--- src/rtl/uart_pkg.sv ---
// Shared UART / pad-link framing definitions.
// Both the pad transmitter and the receiver on the other board import this
// package, so the frame layout is defined in one place.
package uart_pkg;

    localparam int unsigned UART_CLKS_PER_BIT = 564;  // 65 MHz / 115200
    localparam int unsigned UART_DATA_W       = 8;
    localparam int unsigned PAD_FRAME_BYTES   = 2;
    localparam int unsigned PAD_SYNC_BIT      = 7;
    localparam int unsigned PAD_HI_BITS       = 5;
    localparam int unsigned PAD_POS_W         = 10;

    typedef enum logic [1:0] {
        TX_IDLE,
        TX_START,
        TX_DATA,
        TX_STOP
    } tx_state_e;

    // Builds one pad-link byte; hi selects byte0 (sync flag set, y[9:5])
    // versus byte1 (sync flag clear, y[4:0]).
    function automatic logic [UART_DATA_W-1:0] pad_byte(input logic [PAD_POS_W-1:0] y,
                                                        input logic                 hi);
        logic [UART_DATA_W-1:0] b;
        b               = '0;
        b[PAD_SYNC_BIT] = hi;
        if (hi) begin
            b[PAD_HI_BITS-1:0] = y[PAD_POS_W-1:PAD_HI_BITS];
        end else begin
            b[PAD_HI_BITS-1:0] = y[PAD_HI_BITS-1:0];
        end
        return b;
    endfunction

endpackage

--- src/rtl/uart_tx_byte.sv ---
// Single-byte UART 8N1 serializer (LSB first), owns baud counter and bit FSM.
// Ports:
//   clk, rst_n : clock, async active-low reset
//   start      : accepted at an edge where ready is high; data is captured then
//   data       : byte to send
//   tx         : serial line from a flop, idle high
//   done       : high during the final clock of the stop bit
//   ready      : high when start will be accepted at the next edge
//                (idle, or final stop-bit clock so bytes chain with no gap)
module uart_tx_byte
    import uart_pkg::*;
#(
    parameter int unsigned CLKS_PER_BIT = UART_CLKS_PER_BIT
) (
    input  logic                   clk,
    input  logic                   rst_n,
    input  logic                   start,
    input  logic [UART_DATA_W-1:0] data,
    output logic                   tx,
    output logic                   done,
    output logic                   ready
);

    localparam int unsigned     CNT_W    = $clog2(CLKS_PER_BIT);
    localparam logic [CNT_W-1:0] CNT_LAST = CNT_W'(CLKS_PER_BIT - 1);

    tx_state_e              state_q, state_d;
    logic [CNT_W-1:0]       cnt_q, cnt_d;
    logic [2:0]             bit_idx_q, bit_idx_d;
    logic [UART_DATA_W-1:0] shreg_q, shreg_d;
    logic                   tx_q, tx_d;
    logic                   done_q, done_d;
    logic                   ready_q, ready_d;
    logic                   bit_end_c;

    assign bit_end_c = (cnt_q == CNT_LAST);

    // State register
    always_ff @(posedge clk or negedge rst_n) begin
        if (!rst_n) begin
            state_q   <= TX_IDLE;
            cnt_q     <= '0;
            bit_idx_q <= '0;
            shreg_q   <= '0;
            tx_q      <= 1'b1;
            done_q    <= 1'b0;
            ready_q   <= 1'b1;
        end else begin
            state_q   <= state_d;
            cnt_q     <= cnt_d;
            bit_idx_q <= bit_idx_d;
            shreg_q   <= shreg_d;
            tx_q      <= tx_d;
            done_q    <= done_d;
            ready_q   <= ready_d;
        end
    end

    // Next-state and next tx bit
    always_comb begin
        state_d   = state_q;
        cnt_d     = cnt_q + CNT_W'(1);
        bit_idx_d = bit_idx_q;
        shreg_d   = shreg_q;
        tx_d      = tx_q;

        unique case (state_q)
            TX_IDLE: begin
                cnt_d = '0;
                tx_d  = 1'b1;
                if (start) begin
                    state_d = TX_START;
                    tx_d    = 1'b0;
                    shreg_d = data;
                end
            end
            TX_START: begin
                if (bit_end_c) begin
                    state_d   = TX_DATA;
                    cnt_d     = '0;
                    bit_idx_d = '0;
                    tx_d      = shreg_q[0];
                end
            end
            TX_DATA: begin
                if (bit_end_c) begin
                    cnt_d = '0;
                    if (bit_idx_q == 3'd7) begin
                        state_d = TX_STOP;
                        tx_d    = 1'b1;
                    end else begin
                        bit_idx_d = bit_idx_q + 3'd1;
                        shreg_d   = {1'b0, shreg_q[UART_DATA_W-1:1]};
                        tx_d      = shreg_q[1];
                    end
                end
            end
            TX_STOP: begin
                if (bit_end_c) begin
                    cnt_d = '0;
                    if (start) begin
                        state_d = TX_START;
                        tx_d    = 1'b0;
                        shreg_d = data;
                    end else begin
                        state_d = TX_IDLE;
                        tx_d    = 1'b1;
                    end
                end
            end
            default: begin
                state_d = TX_IDLE;
                cnt_d   = '0;
                tx_d    = 1'b1;
            end
        endcase

        // Look ahead one cycle so done/ready are flops yet line up with the last stop clock
        done_d  = (state_d == TX_STOP) && (cnt_d == CNT_LAST);
        ready_d = (state_d == TX_IDLE) || done_d;
    end

    assign tx    = tx_q;
    assign done  = done_q;
    assign ready = ready_q;

endmodule

--- src/rtl/pad_pos_uart_tx.sv ---
// Pad-position link transmitter: on each enabled game tick, latches y_pad and
// sends it as two UART bytes (byte0 = sync + high bits, byte1 = low bits).
// Ports:
//   clk, rst_n  : clock, async active-low reset
//   timing_tick : one-cycle frame request
//   en          : transmit enable; gates ticks and clears a pending request
//   y_pad       : local pad top position
//   tx          : UART line, idle high
//   busy        : high from frame acceptance through the last stop bit
//   frame_done  : one-cycle pulse once byte1's stop bit has completed
module pad_pos_uart_tx
    import uart_pkg::*;
#(
    parameter int unsigned CLKS_PER_BIT = UART_CLKS_PER_BIT
) (
    input  logic                 clk,
    input  logic                 rst_n,
    input  logic                 timing_tick,
    input  logic                 en,
    input  logic [PAD_POS_W-1:0] y_pad,
    output logic                 tx,
    output logic                 busy,
    output logic                 frame_done
);

    localparam int unsigned    SEL_W    = $clog2(PAD_FRAME_BYTES + 1);
    localparam logic [SEL_W-1:0] SEL_LAST = SEL_W'(PAD_FRAME_BYTES);

    logic                   busy_q, busy_d;
    logic                   frame_done_q, frame_done_d;
    logic                   pending_q, pending_d;
    logic [PAD_POS_W-1:0]   y_lat_q, y_lat_d;
    logic [SEL_W-1:0]       byte_sel_q, byte_sel_d;  // next byte index to launch
    logic                   tick_c;
    logic                   start_c;
    logic [UART_DATA_W-1:0] data_c;
    logic                   byte_done;
    logic                   byte_ready;

    assign tick_c = timing_tick & en;

    // Sequencer registers
    always_ff @(posedge clk or negedge rst_n) begin
        if (!rst_n) begin
            busy_q       <= 1'b0;
            frame_done_q <= 1'b0;
            pending_q    <= 1'b0;
            y_lat_q      <= '0;
            byte_sel_q   <= '0;
        end else begin
            busy_q       <= busy_d;
            frame_done_q <= frame_done_d;
            pending_q    <= pending_d;
            y_lat_q      <= y_lat_d;
            byte_sel_q   <= byte_sel_d;
        end
    end

    // Byte sequencing, pending-request handling and back-to-back frame chaining
    always_comb begin
        busy_d       = busy_q;
        frame_done_d = 1'b0;
        pending_d    = pending_q;
        y_lat_d      = y_lat_q;
        byte_sel_d   = byte_sel_q;
        start_c      = 1'b0;
        data_c       = pad_byte(y_lat_q, byte_sel_q == '0);

        if (!busy_q) begin
            if (tick_c) begin
                busy_d     = 1'b1;
                y_lat_d    = y_pad;
                byte_sel_d = '0;
            end
        end else begin
            if (tick_c) begin
                pending_d = 1'b1;
            end
            if (byte_done && (byte_sel_q == SEL_LAST)) begin
                frame_done_d = 1'b1;
                pending_d    = 1'b0;
                // A tick in this last stop clock counts as pending too
                if (en && (pending_q || timing_tick)) begin
                    start_c    = 1'b1;
                    data_c     = pad_byte(y_pad, 1'b1);
                    y_lat_d    = y_pad;
                    byte_sel_d = SEL_W'(1);
                end else begin
                    busy_d     = 1'b0;
                    byte_sel_d = '0;
                end
            end else if (byte_ready && (byte_sel_q != SEL_LAST)) begin
                start_c    = 1'b1;
                byte_sel_d = byte_sel_q + SEL_W'(1);
            end
        end

        if (!en) begin
            pending_d = 1'b0;
        end
    end

    uart_tx_byte #(
        .CLKS_PER_BIT(CLKS_PER_BIT)
    ) u_byte (
        .clk   (clk),
        .rst_n (rst_n),
        .start (start_c),
        .data  (data_c),
        .tx    (tx),
        .done  (byte_done),
        .ready (byte_ready)
    );

    assign busy       = busy_q;
    assign frame_done = frame_done_q;

endmodule
--- config.mk ---
export PLATFORM = sky130hd
export DESIGN_NAME = pad_pos_uart_tx
export DESIGN_NICKNAME = d
export VERILOG_FILES = /design/src/rtl/uart_pkg.sv /design/src/rtl/uart_tx_byte.sv /design/src/rtl/pad_pos_uart_tx.sv
export SDC_FILE = /design/constraint.sdc
export NUM_CORES = 1
export LEC_CHECK = 0
export CORE_MARGIN = 3
export CORE_UTILIZATION = 30
export CTS_CLUSTER_DIAMETER = 150
export DETAILED_ROUTE_END_ITERATION = 7
export PLACE_DENSITY_LB_ADDON = 0.08
export REMOVE_ABC_BUFFERS = 1
export SETUP_SLACK_MARGIN = 0.1
export SYNTH_ARGS = -nofsm -noshare
export SYNTH_HDL_FRONTEND = slang
export SYNTH_SLANG_ARGS = --single-unit
--- constraint.sdc ---
create_clock -name clk -period 2.2 [get_ports clk]
set_clock_uncertainty 0.05 [all_clocks]
set_input_delay 0.55 -clock clk [delete_from_list [all_inputs] [get_ports clk]]
set_output_delay 0.55 -clock clk [all_outputs]
set_load 0.03 [all_outputs]
==> key figures, run 1 <==
Logic synthesis
  • Synth cell count leaders: dfrtp_1, nand2_1, nor2_1
  • Synth top area share: 42.5%
  • Syn Inst Count: 225
  • Top cells by area, synth: dfrtp_1, mux2_2, ha_1, mux2_4, nand2_1
  • Ys Warns: 0
  • Most used DFF post-synth: dfrtp_1
  • Post-synth EDFFs: 0
  • Synthesized area per cell: 10.2 µm²
  • Post-synthesis async set-or-reset flop share: 100%
  • Distinct cells, synth: 46
  • Mapped Area: 2300 µm²
  • Register area share after synthesis: 44.8%
  • Largest area contributor in the netlist: dfrtp_1
  • Flops & latches, synth: 41
  • Count leader, synth: dfrtp_1

Timing
  • Slew Limit Fails: 0
  • Fin Setup TNS: 0 ns
  • Endpoints failing hold: 0
  • Worst-Margin Slew: 0.479 ns
  • Fmax: 504 MHz
  • Min Tclk post-route: 1.98 ns
  • RSZ-0062 raised after global routing: true
  • Rel. slew slack: 68.0%
  • Final period util: 90.2%
  • # setup viols final: 0
  • Hold slack: 0.157 ns

Placed design
  • GP Congestion: 0.767
  • PortBufs: 16
  • Hpwl dp: 3.40 mm
  • Placed Area: 2650 µm²

Route
  • Initial DRC Count: 35
  • Routed vias/inst: 4.78
  • Vias: 1683
  • Pre-antenna DRT Iters: 4
  • WL final: 4.65 mm
  • Avg WL per Cell: 13.2 µm
  • Post-route ant nets: 0
  • Drt drc: 0

GRT
  • GRT Total Usage: 11.3%
  • Global-route wire length before repair: 7.85 mm
  • Largest net degree at the start of global routing: 24
  • Vias in the first global route: 1697
  • Overflow after GRT: 0
  • Initial antenna violation count: 0

Worst setup path
  • Worst Path Required: 2.33 ns
  • Crit path max fanout: 7
  • Arrival @ worst endpoint: 2.11 ns
  • Critical path class: in -> reg
  • Critical Path Sink Type: register
  • Critical Path Start Type: input pin

Clock tree
  • Hold_buf cts: 0
  • Clk slew on worst S/H paths: 0.08 ns
  • Num CTS Buffers: 5
  • Later-pin clock latency in the skew report: 0.29 ns
  • Post-CTS Setup Inserts: 0
  • CTS root buffer: clkbuf_8
  • CTS Buffer Depth: 2
  • # H-tree levels: 2
  • Sink Count: 41
  • CTS tree: yes

Power
  • Total Power: 1.51 mW
  • Cell Pwr Density: 552 nW/µm²
  • Leak: 1.20 nW
  • Peak supply drop: 0.205 mV

Die
  • Die footprint: 8740 µm²
  • Die width: 93.5 µm
  • Die Ht: 93.5 µm
  • Core Box Area: 7330 µm²
  • Num ports: 17
  • Core Rows: 31
  • Starting Density: 31.3%

Status
  • Outcome: finished, final reports clean

Final layout
  • FF/Latch Area: 1030 µm²
  • Nets@finish: 274
  • Layout area overhead: 19.6%
  • Antenna diodes: 0
  • Fraction of layout cells with a size suffix above 1: 22.5%
  • Fin area: 2750 µm²
  • Multi-input logic area: 1180 µm²
  • Final Util: 37.4%
  • Fillcell total: 711

Job
  • Max Cap Violations: 0

Min path
  • Hold crit path type: in -> async
==> flip-flops by register name, indices dropped and copies added, names as in the netlist <==
| register | count |
|---|---|
| u_byte.bit_idx_q | 3 |
| frame_done | 1 |
| u_byte.ready | 1 |
| pending_q | 1 |
| u_byte.state_q | 2 |
| byte_sel_q | 2 |
| u_byte.done | 1 |
| u_byte.tx | 1 |
| u_byte.shreg_q | 8 |
| u_byte.cnt_q | 10 |
| y_lat_q | 10 |
| busy | 1 |
==> final timing paths <==
kind | to | slack, ns | depth (start not counted) | from
setup / recovery | u_byte.shreg_q[0] | 0.22 | 6 | timing_tick
max in group asynchronous | u_byte.tx | 1.37 | 2 | rst_n
hold / removal | frame_done | 0.16 | 1 | rst_n
min in group clk | y_lat_q[4] | 0.46 | 1 | y_lat_q[4]
setup reg to reg | u_byte.shreg_q[0] | 0.24 | 6 | u_byte.cnt_q[6]
hold reg to reg | y_lat_q[4] | 0.46 | 1 | y_lat_q[4]
==> layer usage <==
layer	vias up	part of all wire (%)	track usage, %
met1	812	46	13.5
li1	843	-	-
met2	22	49	19.2
met3	6	4.3	3.14
met5	-	0	0
met4	0	1.6	4.64
==> repair_timing <==
item	4_1_cts	5_1_grt
endpoints found under the setup margin	1	10
pin swaps	0	1
resized for setup	1	5
==> logic make-up (layout without fill, tap and decap cells) <==
| group | count (synthesis) | count (layout) | share of synthesized area, % |
|---|---|---|---|
| compound gates | 50 | 50 | 14.4 |
| flops | 41 | 41 | 44.8 |
| fa+ha+maj | 8 | 8 | 4.36 |
| mux | 20 | 20 | 10.6 |
| xor+xnor | 10 | 10 | 3.81 |
| simple gates | 77 | 77 | 17.6 |
| buf+inv | 19 | 47 | 4.36 |
==> worst max-delay path, cell delays in order <==
cell and delay, ns:
clkdlybuf4s50_1 0.47, o21ai_2 0.26, o22ai_2 0.15, a21oi_2 0.27, nor2_8 0.10, mux2_4 0.31
==> per-stage QoR <==
stage	setup WS (ns)	cells
2_1_floorplan	0.129	213
3_3_place_gp	-0.154	344
3_5_place_dp	-0.193	344
4_1_cts	0.108	352
5_1_grt	0.0933	352
6_report	0.217	352
==> report_power, final <==
part           internal, mW  leakage [nW]  switching, mW
Combinational         0.102         0.655          0.106
Clock                 0.225        0.0385          0.264
Sequential            0.795         0.504         0.0232
==> area by class of cell <==
cell class	instances	area share, %
well taps	99	4.51
repair buffers	32	11.0
flip-flops and latches	41	37.5
inverters	7	0.957
multi-input cells	165	43.0
clock inverters	1	0.273
clock buffers	7	2.78
==> placed cells by master (no fill, tap or decap), drive strengths merged, types with 2 or more instances in the layout <==
master / count
ha: 8
nor2b: 2
inv: 7
nand2b: 2
xor2: 5
a31oi: 3
o21ai: 19
clkbuf: 7
clkdlybuf4s50: 13
dfstp: 2
nor4: 2
o22ai: 3
nor3b: 3
xnor2: 5
dfrtp: 39
nand2: 24
a21oi: 14
a22o: 3
nor3: 3
mux2: 17
mux2i: 3
nand3: 11
buf: 17
nor2: 22
and3: 4
nand4: 2
Note: power is estimated with default switching activity, not from simulation.
==> run 2, diff against run 1 <==
- TNS_END_PERCENT: default -> 5
==> run 2 against run 1 <==
Routed wire length fell by 0.13%. First-iteration DRC count did not move. Core utilization hardly changed. Global-route usage unchanged. Setup slack got worse by 0.086 ns. Final cell count unchanged. Non-clock buffer count did not move. Register-to-register slack about the same. Sequential cell count is the same. Combinational power hardly changed. Clock power barely moved. Clock-buffer cell count unchanged. Critical path type is now reg -> out.
==> key figures, run 2 (synthesis results as in run 1) <==
Status
  • Outcome: finished, final reports clean

Worst setup path
  • Crit path max fanout: 2
  • Arrival @ worst endpoint: 1.47 ns
  • Critical path class: reg -> out
  • Worst R2R End: u_byte.shreg_q[0]
  • Critical path, cell by cell: clkdlybuf4s50_1
  • Worst r2r src: u_byte.cnt_q[6]
  • CP bufs+invs: 1
  • Worst Path Required: 1.60 ns
  • Worst r2r path cells: 6
  • CP max stage cell: clkdlybuf4s50_1
  • Reg2Reg Setup Slack: 0.24 ns
  • Worst path max stage delay: 0.66 ns
  • Critical Path Sink Type: output pin
  • Critical Path Start Type: register
  • Worst path top cell family by delay: buffers and inverters

Route
  • Avg WL per Cell: 13.2 µm
  • Routed vias/inst: 4.79
  • Drt drc: 0
  • Vias: 1685
  • WL final: 4.65 mm
  • Initial DRC Count: 35
  • Post-route ant nets: 0
  • Pre-antenna DRT Iters: 4

Clock tree
  • CTS Buffer Depth: 2
  • # H-tree levels: 2
  • CTS root buffer: clkbuf_8
  • Clk slew on worst S/H paths: 0.08 ns
  • Hold_buf cts: 0
  • CTS tree: yes
  • Later-pin clock latency in the skew report: 0.29 ns
  • Num CTS Buffers: 5
  • Post-CTS Setup Inserts: 0
  • Sink Count: 41

GRT
  • Largest net degree at the start of global routing: 24
  • Vias in the first global route: 1697
  • Overflow after GRT: 0
  • Global-route wire length before repair: 7.85 mm
  • GRT Total Usage: 11.3%
  • Initial antenna violation count: 0

Placed design
  • Placed cells: 344
  • Placed Area: 2650 µm²
  • Dpl ws: -0.193 ns
  • PortBufs: 16
  • GP Congestion: 0.767
  • Hpwl dp: 3.40 mm

Power
  • Clock power share: 32.3%
  • Total Power: 1.51 mW
  • Leak: 1.18 nW
  • Seq pwr share: 54.0%
  • Psw: 393 µW
  • Cell Pwr Density: 552 nW/µm²
  • Internal: 1.12 mW
  • Peak supply drop: 0.205 mV
  • Gate power share: 13.7%
  • Switching share of power: 25.9%

Timing
  • RSZ-0062 raised after global routing: true
  • Min Tclk post-route: 2.07 ns
  • Final period util: 94.1%
  • # setup viols final: 0
  • Setup WS post-layout: 0.130 ns
  • Hold slack: 0.157 ns
  • Fin Setup TNS: 0 ns
  • Slew Limit Fails: 0
  • Fmax: 483 MHz
  • Endpoints failing hold: 0
  • Worst-Margin Slew: 0.479 ns
  • Rel. slew slack: 68.0%

Job
  • Max Cap Violations: 0

Die
  • Core Rows: 31
  • Die Ht: 93.5 µm
  • Core Box Area: 7330 µm²
  • Starting Density: 31.3%
  • Die width: 93.5 µm
  • Num ports: 17
  • Die footprint: 8740 µm²

Final layout
  • Antenna diodes: 0
  • Regs by FF count: u_byte.cnt_q x10, y_lat_q x10, u_byte.shreg_q x8
  • Layout Cells excl Fill: 352
  • Final Util: 37.4%
  • Fillcell total: 711
  • Nets@finish: 274
  • Fraction of layout cells with a size suffix above 1: 22.5%
  • Fin area: 2740 µm²
  • Layout area overhead: 19.5%
  • Commonest non-fill, non-tap cell in the layout: dfrtp_1
  • Commonest cells after routing, fill and taps aside: dfrtp_1, nand2_1, nor2_1

Min path
  • Hold crit path type: in -> async
[run 2: cell count changes in the layout (fill, tap and decap cells not counted)]
cell	change
clkdlybuf4s50_1	+1
dlymetal6s2s_1	-1
[run 2: worst max-delay path by stage]
| stage | start | endpoint | cells after the start |
|---|---|---|---|
| floorplan | u_byte.state_q[0] | u_byte.shreg_q[0] | 6 |
| global placement | timing_tick | u_byte.shreg_q[2] | 6 |
| detailed placement | timing_tick | u_byte.shreg_q[3] | 6 |
| CTS | u_byte.tx | tx | 1 |
| global route | u_byte.cnt_q[6] | u_byte.shreg_q[6] | 7 |
| finish | u_byte.tx | tx | 1 |
[run 2: final cells by class]
type / instances / area [µm²] / area share (%)
Clock buffer: 7 / 76.3 / 2.78
Clock inverter: 1 / 7.51 / 0.274
Inverter: 7 / 26.3 / 0.958
Multi-Input combinational cell: 165 / 1180 / 43.0
Sequential cell: 41 / 1030 / 37.5
Tap cell: 99 / 124 / 4.52
Timing Repair Buffer: 32 / 299 / 10.9
[run 2: power by group through the flow]
stage	logic (mW)	clock network (mW)	registers [mW]
CTS	0.212	0.513	0.819
floorplan	0.116	0	0.832
finish	0.207	0.489	0.818
detailed placement	0.211	0	0.833
global route	0.235	0.541	0.825
global placement	0.210	0	0.833
[run 2: repair_timing]
action | 4_1_cts | 5_1_grt
pin swaps | 0 | 1
endpoints found under the setup margin | 1 | 10
gates resized for setup | 1 | 4
cloned | 0 | 0
[run 2: metal layers]
metal / track usage, % / wire, µm
met2: 19.2 / 2250
met5: 0 / 0
met3: 3.14 / 198
met4: 4.64 / 73
met1: 13.5 / 2120
